**config.mk**
```make
export PLATFORM = sky130hd
export DESIGN_NAME = axi_uncache_bridge
export DESIGN_NICKNAME = d
export VERILOG_FILES = /design/src/rtl/axi_uncache_bridge.sv
export SDC_FILE = /design/constraint.sdc
export NUM_CORES = 1
export LEC_CHECK = 0
export BUFFER_PORTS_ARGS = -buffer_cell sky130_fd_sc_hd__buf_4
export CORE_AREA = 4 4 133 135
export DETAILED_ROUTE_END_ITERATION = 10
export DIE_AREA = 0 0 137 139
export HOLD_SLACK_MARGIN = 0.05
export MAX_ROUTING_LAYER = met4
export PLACE_DENSITY = 0.64
export SLEW_MARGIN = 20
export SYNTH_ARGS = -nofsm -noshare
export SYNTH_HDL_FRONTEND = slang
export SYNTH_SLANG_ARGS = --single-unit
```
**constraint.sdc**
```tcl
create_clock -name clk -period 4.8 [get_ports clk]
set_input_delay 0.24 -clock clk [delete_from_list [all_inputs] [get_ports clk]]
set_output_delay 0.24 -clock clk [all_outputs]
set_load 0.02 [all_outputs]
```
**src/rtl/axi_uncache_bridge.sv**
```systemverilog
// rtl/axi_uncache_bridge.sv - single-beat AXI3 master for uncached dcache reads/writes
// Optional posted-write completion: UNCACHE_POSTED_WRITE_EN
module axi_uncache_bridge #(
  parameter int unsigned          ID_WIDTH = 4,
  parameter logic [ID_WIDTH-1:0]  RD_ID    = ID_WIDTH'(2),
  parameter logic [ID_WIDTH-1:0]  WR_ID    = ID_WIDTH'(2)
) (
  input  logic                clk,
  input  logic                resetn,
  input  logic                rd_req,
  input  logic [31:0]         rd_addr,
  input  logic [1:0]          rd_size,
  output logic                rd_rdy,
  output logic                ret_valid,
  output logic [31:0]         ret_data,
  input  logic                wr_req,
  input  logic [31:0]         wr_addr,
  input  logic [31:0]         wr_data,
  input  logic [3:0]          wr_wstrb,
  output logic                wr_rdy,
  output logic                wr_valid,
  output logic [ID_WIDTH-1:0] arid,
  output logic [31:0]         araddr,
  output logic [3:0]          arlen,
  output logic [2:0]          arsize,
  output logic [1:0]          arburst,
  output logic [1:0]          arlock,
  output logic [3:0]          arcache,
  output logic [2:0]          arprot,
  output logic                arvalid,
  input  logic                arready,
  input  logic [ID_WIDTH-1:0] rid,
  input  logic [31:0]         rdata,
  input  logic [1:0]          rresp,
  input  logic                rlast,
  input  logic                rvalid,
  output logic                rready,
  output logic [ID_WIDTH-1:0] awid,
  output logic [31:0]         awaddr,
  output logic [3:0]          awlen,
  output logic [2:0]          awsize,
  output logic [1:0]          awburst,
  output logic [1:0]          awlock,
  output logic [3:0]          awcache,
  output logic [2:0]          awprot,
  output logic                awvalid,
  input  logic                awready,
  output logic [ID_WIDTH-1:0] wid,
  output logic [31:0]         wdata,
  output logic [3:0]          wstrb,
  output logic                wlast,
  output logic                wvalid,
  input  logic                wready,
  input  logic [ID_WIDTH-1:0] bid,
  input  logic [1:0]          bresp,
  input  logic                bvalid,
  output logic                bready
);

`ifdef UNCACHE_POSTED_WRITE_EN
  localparam bit POSTED = 1'b1;
`else
  localparam bit POSTED = 1'b0;
`endif

  localparam logic [2:0] S_IDLE   = 3'd0;
  localparam logic [2:0] S_RD_AR  = 3'd1;
  localparam logic [2:0] S_RD_R   = 3'd2;
  localparam logic [2:0] S_WR_AWW = 3'd3;
  localparam logic [2:0] S_WR_B   = 3'd4;

  logic [2:0]  state_q, state_d;
  logic [31:0] addr_q, addr_d;
  logic [31:0] data_q, data_d;
  logic [31:0] ret_data_q, ret_data_d;
  logic [3:0]  wstrb_q, wstrb_d;
  logic [1:0]  size_q, size_d;
  logic        arvalid_q, arvalid_d;
  logic        rready_q, rready_d;
  logic        awvalid_q, awvalid_d;
  logic        wvalid_q, wvalid_d;
  logic        bready_q, bready_d;
  logic        ret_valid_q, ret_valid_d;
  logic        wr_valid_q, wr_valid_d;
  logic        aw_done, w_done;
  logic [2:0]  awsize_c;
  logic        unused_resp;

  assign unused_resp = ^{rid, rresp, rlast, bid, bresp};

  always_ff @(posedge clk or negedge resetn) begin
    if (!resetn) begin
      state_q     <= S_IDLE;
      addr_q      <= '0;
      data_q      <= '0;
      ret_data_q  <= '0;
      wstrb_q     <= '0;
      size_q      <= '0;
      arvalid_q   <= 1'b0;
      rready_q    <= 1'b0;
      awvalid_q   <= 1'b0;
      wvalid_q    <= 1'b0;
      bready_q    <= 1'b0;
      ret_valid_q <= 1'b0;
      wr_valid_q  <= 1'b0;
    end else begin
      state_q     <= state_d;
      addr_q      <= addr_d;
      data_q      <= data_d;
      ret_data_q  <= ret_data_d;
      wstrb_q     <= wstrb_d;
      size_q      <= size_d;
      arvalid_q   <= arvalid_d;
      rready_q    <= rready_d;
      awvalid_q   <= awvalid_d;
      wvalid_q    <= wvalid_d;
      bready_q    <= bready_d;
      ret_valid_q <= ret_valid_d;
      wr_valid_q  <= wr_valid_d;
    end
  end

  always_comb begin
    state_d     = state_q;
    addr_d      = addr_q;
    data_d      = data_q;
    ret_data_d  = ret_data_q;
    wstrb_d     = wstrb_q;
    size_d      = size_q;
    arvalid_d   = arvalid_q;
    rready_d    = rready_q;
    awvalid_d   = awvalid_q;
    wvalid_d    = wvalid_q;
    bready_d    = bready_q;
    ret_valid_d = 1'b0;
    wr_valid_d  = 1'b0;
    // AW and W retire independently; a channel already retired counts as done
    aw_done     = !awvalid_q || awready;
    w_done      = !wvalid_q || wready;
    case (state_q)
      S_IDLE: begin
        if (wr_req) begin
          addr_d     = wr_addr;
          data_d     = wr_data;
          wstrb_d    = wr_wstrb;
          awvalid_d  = 1'b1;
          wvalid_d   = 1'b1;
          wr_valid_d = POSTED;
          state_d    = S_WR_AWW;
        end else if (rd_req) begin
          addr_d    = rd_addr;
          size_d    = rd_size;
          arvalid_d = 1'b1;
          state_d   = S_RD_AR;
        end
      end
      S_RD_AR: begin
        if (arready) begin
          arvalid_d = 1'b0;
          rready_d  = 1'b1;
          state_d   = S_RD_R;
        end
      end
      S_RD_R: begin
        if (rvalid) begin
          ret_data_d  = rdata;
          ret_valid_d = 1'b1;
          rready_d    = 1'b0;
          state_d     = S_IDLE;
        end
      end
      S_WR_AWW: begin
        if (awready) awvalid_d = 1'b0;
        if (wready)  wvalid_d  = 1'b0;
        if (aw_done && w_done) begin
          bready_d = 1'b1;
          state_d  = S_WR_B;
        end
      end
      S_WR_B: begin
        if (bvalid) begin
          bready_d   = 1'b0;
          wr_valid_d = !POSTED;
          state_d    = S_IDLE;
        end
      end
      default: state_d = S_IDLE;
    endcase
  end

  always_comb begin
    case (wstrb_q)
      4'b0001, 4'b0010, 4'b0100, 4'b1000: awsize_c = 3'd0;
      4'b0011, 4'b1100:                   awsize_c = 3'd1;
      default:                            awsize_c = 3'd2;
    endcase
  end

  assign rd_rdy    = (state_q == S_IDLE);
  assign wr_rdy    = (state_q == S_IDLE);
  assign ret_valid = ret_valid_q;
  assign ret_data  = ret_data_q;
  assign wr_valid  = wr_valid_q;

  assign arid    = RD_ID;
  assign araddr  = addr_q;
  assign arlen   = 4'd0;
  assign arsize  = {1'b0, size_q};
  assign arburst = 2'b01;
  assign arlock  = 2'b00;
  assign arcache = 4'b0000;
  assign arprot  = 3'b000;
  assign arvalid = arvalid_q;
  assign rready  = rready_q;

  assign awid    = WR_ID;
  assign awaddr  = addr_q;
  assign awlen   = 4'd0;
  assign awsize  = awsize_c;
  assign awburst = 2'b01;
  assign awlock  = 2'b00;
  assign awcache = 4'b0000;
  assign awprot  = 3'b000;
  assign awvalid = awvalid_q;
  assign wid     = WR_ID;
  assign wdata   = data_q;
  assign wstrb   = wstrb_q;
  assign wlast   = 1'b1;
  assign wvalid  = wvalid_q;
  assign bready  = bready_q;

endmodule

```
==> metrics.csv, run 1 <==
stage;metric;value;unit
worst_setup_path;reg2regPathDepth;3;
detailed_routing;drt-total-wl;13.9;mm
die;start_util;0.328;
worst_setup_path;worst_path_largest_cell_delay;0.70;ns
clock_tree;cts_resized;0;
clock_tree;clock_path_buffers;2;
yosys;synth_fa_ha_area_frac;0;
job;drv_cap;0;
worst_setup_path;cp_num_buf_inv;0;
clock_tree;numClockSinks;112;
die;rows;47;
worst_hold_path;min-delay-start;bvalid;
detailed_routing;first_pass_iters;4;
yosys;ys_async_sr_fraction;1.00;
power_and_ir_drop;power_leakage;3.75;nW
worst_setup_path;cp_data_required_time;5.03;ns
detailed_routing;drt_iter0_drc;105;
clock_tree;clk_latency;0.35;ns
worst_setup_path;crit_path_end_kind;flip-flop;
detailed_routing;avgViaCountPerCell;4.25;
yosys;yosysWarnings;0;
die;io_pins;346;
timing;maxSlewViolCount;0;
yosys;synth_compound_area_frac;0.0211;
place;port_buffers;287;
global_route;overflow;0;
place;place_ws;2.47;ns
timing;fin_crit;1.99;ns
yosys;ys_seq_elements;112;
yosys;muxShareOfSynthArea;0.300;
worst_hold_path;min_to;state_q[2];
global_route;grt_max_degree;66;
worst_setup_path;r2r-start;state_q[0];
timing;setup_viol;0;
layout;fin_util;0.464;
yosys;synthSimpleGateAreaFrac;0.0236;
timing;fin_skew;0.00627;ns
detailed_routing;m1WireLength;4.89;mm
worst_setup_path;slowest_stage;and3_4;
worst_hold_path;min_path_type;in -> reg;
power_and_ir_drop;peakVddDrop;0.000313;V
yosys;synth_area;5400;sq um
worst_setup_path;worstReg2RegEnd;wdata[2];
detailed_routing;postRouteAntennaNets;0;
detailed_routing;routed-wl-met2;7.50;mm
die;dieArea;19000;sq um
yosys;yosysTopAreaCell;dfrtp_1;
die;coreArea;16500;sq um
worst_setup_path;crit_arrival;2.22;ns
timing;hold_viol_final;0;
worst_hold_path;hold_depth;2;
global_route;antenna_found_initial;0;
yosys;avgSynthCellArea;13.9;sq um
timing;holdWs;0.104;ns
yosys;synth_cells;388;
worst_setup_path;cp_cell_sequence;nor2_1, and3_4, mux2_2;
place;gp_congestion;0.730;
layout;syn2layout_area_growth;41.6;%
yosys;synth.top_cell.area_share;0.519;
power_and_ir_drop;p_total;5.49;mW
worst_setup_path;r2r_slack;2.81;ns
clock_tree;tritoncts;done;
timing;fin_crit_sh;0.415;
status;outcome;completed;
global_route;grtUsageTotal;0.145;
yosys;seq_area_frac_synth;0.519;
yosys;synth_edf_count;0;
yosys;synth_cell_types;30;
yosys;synth_top_family_by_area;multiplexers;
timing;rsz0062_at_grt;no;
yosys;synth_xor_area_frac;0.00162;
die;die_y;139;microns
detailed_routing;routedWlPerCell;16.1;microns
clock_tree;root_buffer;clkbuf_16;
timing;fin_ws;2.81;ns
clock_tree;path_clk_slew;0.07;ns
clock_tree;htree_levels;3;
clock_tree;numCtsBuffers;9;
yosys;synth_most_common_cell;dfrtp_1;
timing;slew_headroom;0.456;
global_route;grt_pass1_vias;3992;
detailed_routing;drc_errors;0;
worst_setup_path;crit_path_max_fanout;36;
yosys;synthFlopType;dfrtp_1;
worst_setup_path;crit_family;simple AND/OR/NAND/NOR gates;
layout;drive_gt1_frac;0.685;
yosys;synth_area_leaders;dfrtp_1 (52%), mux2_2 (21%), buf_4 (12%);
worst_setup_path;crit_path_start_kind;flip-flop;
global_route;grt_pass1_wl;20.9;mm
timing;fmax;501;MHz
die;die_width;137;microns
timing;worst_slew_pin_slew;0.816;ns
yosys;synth_common_cells;dfrtp_1 (112), mux2_2 (102), buf_4 (85);
timing;final.setup.tns;0;ns
layout;nets;795;
detailed_routing;dr_wl_met3;1.38;mm
layout;antenna_cells;0;
power_and_ir_drop;p_per_area;719;nW/um^2
detailed_routing;routed.top_layer;met4;
place;dp_hpwl;10.9;mm
detailed_routing;vias;3673;
worst_setup_path;crit_type;reg -> reg;
-- worst max-delay path by stage --
| stage | slack (ns) | to | from | depth (start not counted) |
|---|---|---|---|---|
| CTS | 2.47 | wdata[2] | state_q[0] | 3 |
| detailed placement | 2.47 | wdata[2] | state_q[0] | 3 |
| floorplan | 3.00 | araddr[10] | state_q[2] | 5 |
| global placement | 2.53 | wdata[2] | state_q[0] | 3 |
| finish | 2.81 | wdata[2] | state_q[0] | 3 |
| global route | 2.68 | wdata[2] | state_q[0] | 3 |
-- metal layers --
metal  up-vias  GRT usage
li1       1715          -
met1      1763      0.146
met2       185      0.263
met3        10     0.0544
met4         0     0.0373
met5         -          -
-- per-stage QoR --
| step | cells | area, sq um |
|---|---|---|
| after CTS | 864 | 7640 |
| after global placement | 847 | 7320 |
| after global routing | 864 | 7640 |
| after floorplan | 431 | 5560 |
| after detailed placement | 847 | 7320 |
| final | 864 | 7640 |
-- area by class of cell --
| cell class | count | area, sq um |
|---|---|---|
| fillers | 1528 | 8820 |
| repair buffers | 291 | 2190 |
| flip-flops and latches | 112 | 2800 |
| clock buffers | 11 | 253 |
| multi-input cells | 220 | 2050 |
| well taps | 220 | 275 |
| inverters | 5 | 18.8 |
| clock inverters | 5 | 60.1 |
-- cells in the final DEF, fill, tap and decap left out, drive strengths merged, types with 3 or more instances in the layout --
cell type,netlist,routed
o21ai,3,3
nor2,8,8
conb,2,45
dfrtp,112,112
and3,4,4
buf,91,290
o22ai,4,4
inv,5,7
nand2,4,4
mux2,134,134
clkbuf,3,11
-- timing repair --
| action | in CTS | in global routing |
|---|---|---|
| hold buffers | 1 | 0 |
| buffers inserted | 0 | 0 |
| endpoints found under the hold margin | 64 | 0 |
-- flip-flops by register name, indices dropped and copies added (netlist names) --
register / flops
ret_valid: 1
rready: 1
ret_data: 32
araddr: 32
state_q: 3
bready: 1
size_q: 2
awvalid: 1
arvalid: 1
wdata: 32
wvalid: 1
wr_valid: 1
wstrb: 4
-- kinds of logic after synthesis --
logic type	count (synthesis)
muxes	134
DFF	112
buffers and inverters	99
and+or+nand+nor	24
AOI/OAI and AO/OA	16
other	2
xor gates and xnor gates	1
-- where the power goes --
| part | internal, mW | switching [mW] | total [mW] |
|---|---|---|---|
| registers | 1.42 | 0.346 | 1.77 |
| clock network | 0.436 | 0.341 | 0.777 |
| logic | 1.47 | 1.48 | 2.95 |
| total | 3.33 | 2.17 | 5.49 |
(Power assumes the default switching activity.)
==> inputs of run 2 (changes only) <==
ABC_AREA = 1   (was default)
CORE_AREA = 4 4 134 136   (was 4 4 133 135)
DIE_AREA = 0 0 138 140   (was 0 0 137 139)
clock period = 1.93 ns   (was 4.8 ns; I/O delays follow)
==> run 2 against run 1 <==
Worst setup slack got worse by 2.6 ns. Utilization rose by 6.6 points. Register-to-register slack got worse by 2.4 ns. Clock skew rose by 0.0037 ns. Sequential power rose by 140%. Cell area rose by 18%. Synthesized area rose by 0.14%. Wire length rose by 27%. Clock-buffer cell count fell by 2.
==> metrics.csv, run 2 <==
stage;metric;value;unit
yosys;ys_async_sr_fraction;1.00;
place;port_buffers;287;
worst_setup_path;crit_family;buffers and inverters;
place;place_ws;0.336;ns
timing;fin_skew;0.00997;ns
yosys;synth_cell_types;19;
yosys;yosysTopAreaCell;dfrtp_1;
yosys;avgSynthCellArea;7.84;sq um
job;drv_cap;0;
yosys;synth.top_cell.area_share;0.518;
worst_hold_path;min-delay-start;wr_addr[27];
yosys;yosysWarnings;0;
timing;fin_crit_sh;0.916;
timing;worst_slew_pin_slew;0.566;ns
die;rows;48;
timing;setup_viol;0;
power_and_ir_drop;p_per_area;1470;nW/um^2
detailed_routing;vias;5552;
worst_setup_path;cp_common_cell;buf_4;
worst_setup_path;cp_cell_sequence;nor3_4, buf_4, buf_4;
layout;nets;1219;
detailed_routing;routedWlPerCell;13.7;microns
layout;mostFrequentLayoutCell;nand2_1;
layout;final_cell_mix;nand2_1 (380), buf_4 (295), dlygate4sd3_1 (132);
power_and_ir_drop;peakVddDrop;0.000673;V
die;start_util;0.319;
yosys;synth_common_cells;nand2_1 (380), dfrtp_1 (112), buf_4 (82);
timing;fin_crit;1.77;ns
global_route;grtUsageTotal;0.184;
detailed_routing;postRouteAntennaNets;0;
place;gp_congestion;0.787;
worst_setup_path;crit_type;reg -> out;
global_route;overflow;0;
global_route;grt_pass1_wl;28.5;mm
clock_tree;numClockSinks;112;
layout;antenna_cells;0;
timing;slew_headroom;0.622;
clock_tree;root_buffer;clkbuf_16;
clock_tree;postCtsSetupRepairBufs;0;
worst_setup_path;crit_path_start_kind;flip-flop;
yosys;synth_area_leaders;dfrtp_1 (52%), nand2_1 (26%), buf_4 (11%);
worst_setup_path;slowest_stage;dfrtp_1;
clock_tree;numCtsBuffers;9;
yosys;synth_cells;690;
clock_tree;htree_levels;3;
worst_setup_path;crit_path_max_fanout;23;
clock_tree;clk_latency;0.35;ns
yosys;synth_area;5410;sq um
die;coreArea;16900;sq um
timing;maxSlewViolCount;0;
timing;hold_viol_final;0;
yosys;synth_edf_count;0;
timing;fin_ws;0.163;ns
layout;syn2layout_area_growth;66.2;%
worst_setup_path;cp_num_buf_inv;2;
worst_setup_path;r2r-start;state_q[2];
die;die_y;140;microns
global_route;grt_max_degree;69;
timing;final.setup.tns;0;ns
worst_setup_path;crit_path_end_kind;output pin;
detailed_routing;first_pass_iters;4;
worst_setup_path;startpoint;state_q[2];
die;dieArea;19300;sq um
detailed_routing;drc_errors;0;
yosys;ys_seq_elements;112;
global_route;grt_pass1_vias;5738;
detailed_routing;drt-total-wl;17.7;mm
clock_tree;path_clk_slew;0.07;ns
global_route;antenna_found_initial;0;
place;dp_hpwl;11.8;mm
timing;fmax;566;MHz
layout;drive_gt1_frac;0.298;
worst_hold_path;min_path_type;in -> reg;
worst_setup_path;cp_data_required_time;1.83;ns
die;io_pins;346;
status;outcome;completed;
clock_tree;clock_path_buffers;2;
power_and_ir_drop;power_leakage;5.06;nW
timing;rsz0062_at_grt;no;
yosys;synth_most_common_cell;nand2_1;
yosys;seq_area_frac_synth;0.518;
detailed_routing;drt_iter0_drc;269;
worst_setup_path;crit_arrival;1.67;ns
die;die_width;138;microns
worst_setup_path;worst_path_largest_cell_delay;0.49;ns
detailed_routing;avgViaCountPerCell;4.30;
clock_tree;tritoncts;done;
yosys;synthFlopType;dfrtp_1;
[run 2: cell types whose count changed after synthesis, sizes merged, moves of 2 or more]
cell | before | now
inv | 5 | 15
clkbuf | 3 | 13
o21bai | 0 | 2
a31oi | 2 | 0
o21ai | 3 | 8
nand2b | 2 | 0
and3 | 4 | 0
o22ai | 4 | 0
mux2 | 134 | 0
nand3 | 2 | 49
nand2 | 4 | 380
buf | 91 | 97
a32o | 2 | 0
[run 2: final timing paths]
kind | to | slack (ns) | cells past startpoint
max | rd_rdy | 0.16 | 3
min | araddr[27] | 0.07 | 5
max reg2reg | ret_data[31] | 0.38 | 5
min reg2reg | wdata[29] | 0.48 | 2
max in group asynchronous | wdata[11] | 1.10 | 3
min in group asynchronous | ret_data[31] | 0.14 | 2
[run 2: worst register-to-register path: cells and delay by family, from the launching register on]
family	cells	cell delay [ns]
and+or+nand+nor	4	0.57
buffers and inverters	1	0.43
DFF	1	0.49
[run 2: what timing repair did]
item | CTS | global route
endpoints found under the hold margin | 216 | 0
endpoints found under the setup margin | 0 | 2
gates resized for setup | 0 | 0
hold buffers | 132 | 0
[run 2: metrics by stage]
stage | hold WS (ns) | std cells | instance area, sq um | utilization | total power, mW
global route | 0.0735 | 1292 | 8990 | 0.531 | 14.2
CTS | 0.0515 | 1292 | 8990 | 0.531 | 13.4
floorplan | -0.199 | 733 | 5570 | - | 8.45
detailed placement | -0.0468 | 1145 | 7370 | 0.435 | 11.2
finish | 0.0679 | 1292 | 8990 | 0.531 | 13.2
global placement | -0.0480 | 1145 | 7370 | 0.435 | 11.1
[run 2: where the power goes]
group / internal (mW) / leakage (nW) / switching, mW / total (mW)
clock: 1.01 / 0.139 / 0.875 / 1.88
combinational: 2.92 / 3.52 / 4.21 / 7.13
sequential: 3.44 / 1.40 / 0.785 / 4.22
[run 2: layout make-up]
type / instances / area (sq um)
clock buffers: 9 / 225
clock inverters: 6 / 70.1
repair buffers: 429 / 3580
flip-flops and latches: 112 / 2800
fillers: 1543 / 7950
inverters: 15 / 56.3
well taps: 225 / 282
multi-input cells: 496 / 1970
[run 2: per-layer routing]
| metal | up-vias | global-route usage | share of wire |
|---|---|---|---|
| met2 | 215 | 0.310 | 0.50 |
| met4 | 0 | 0.0666 | 0.023 |
| li1 | 2725 | - | - |
| met5 | - | - | 0 |
| met1 | 2581 | 0.221 | 0.42 |
| met3 | 31 | 0.0355 | 0.054 |
[run 2: kinds of logic after synthesis]
logic type	share of synthesized area
buffers and inverters	0.146
XOR/XNOR	0.00162
AO/OA/AOI/OAI	0.0109
other	0.00139
AND/OR/NAND/NOR	0.321
flip-flops	0.518
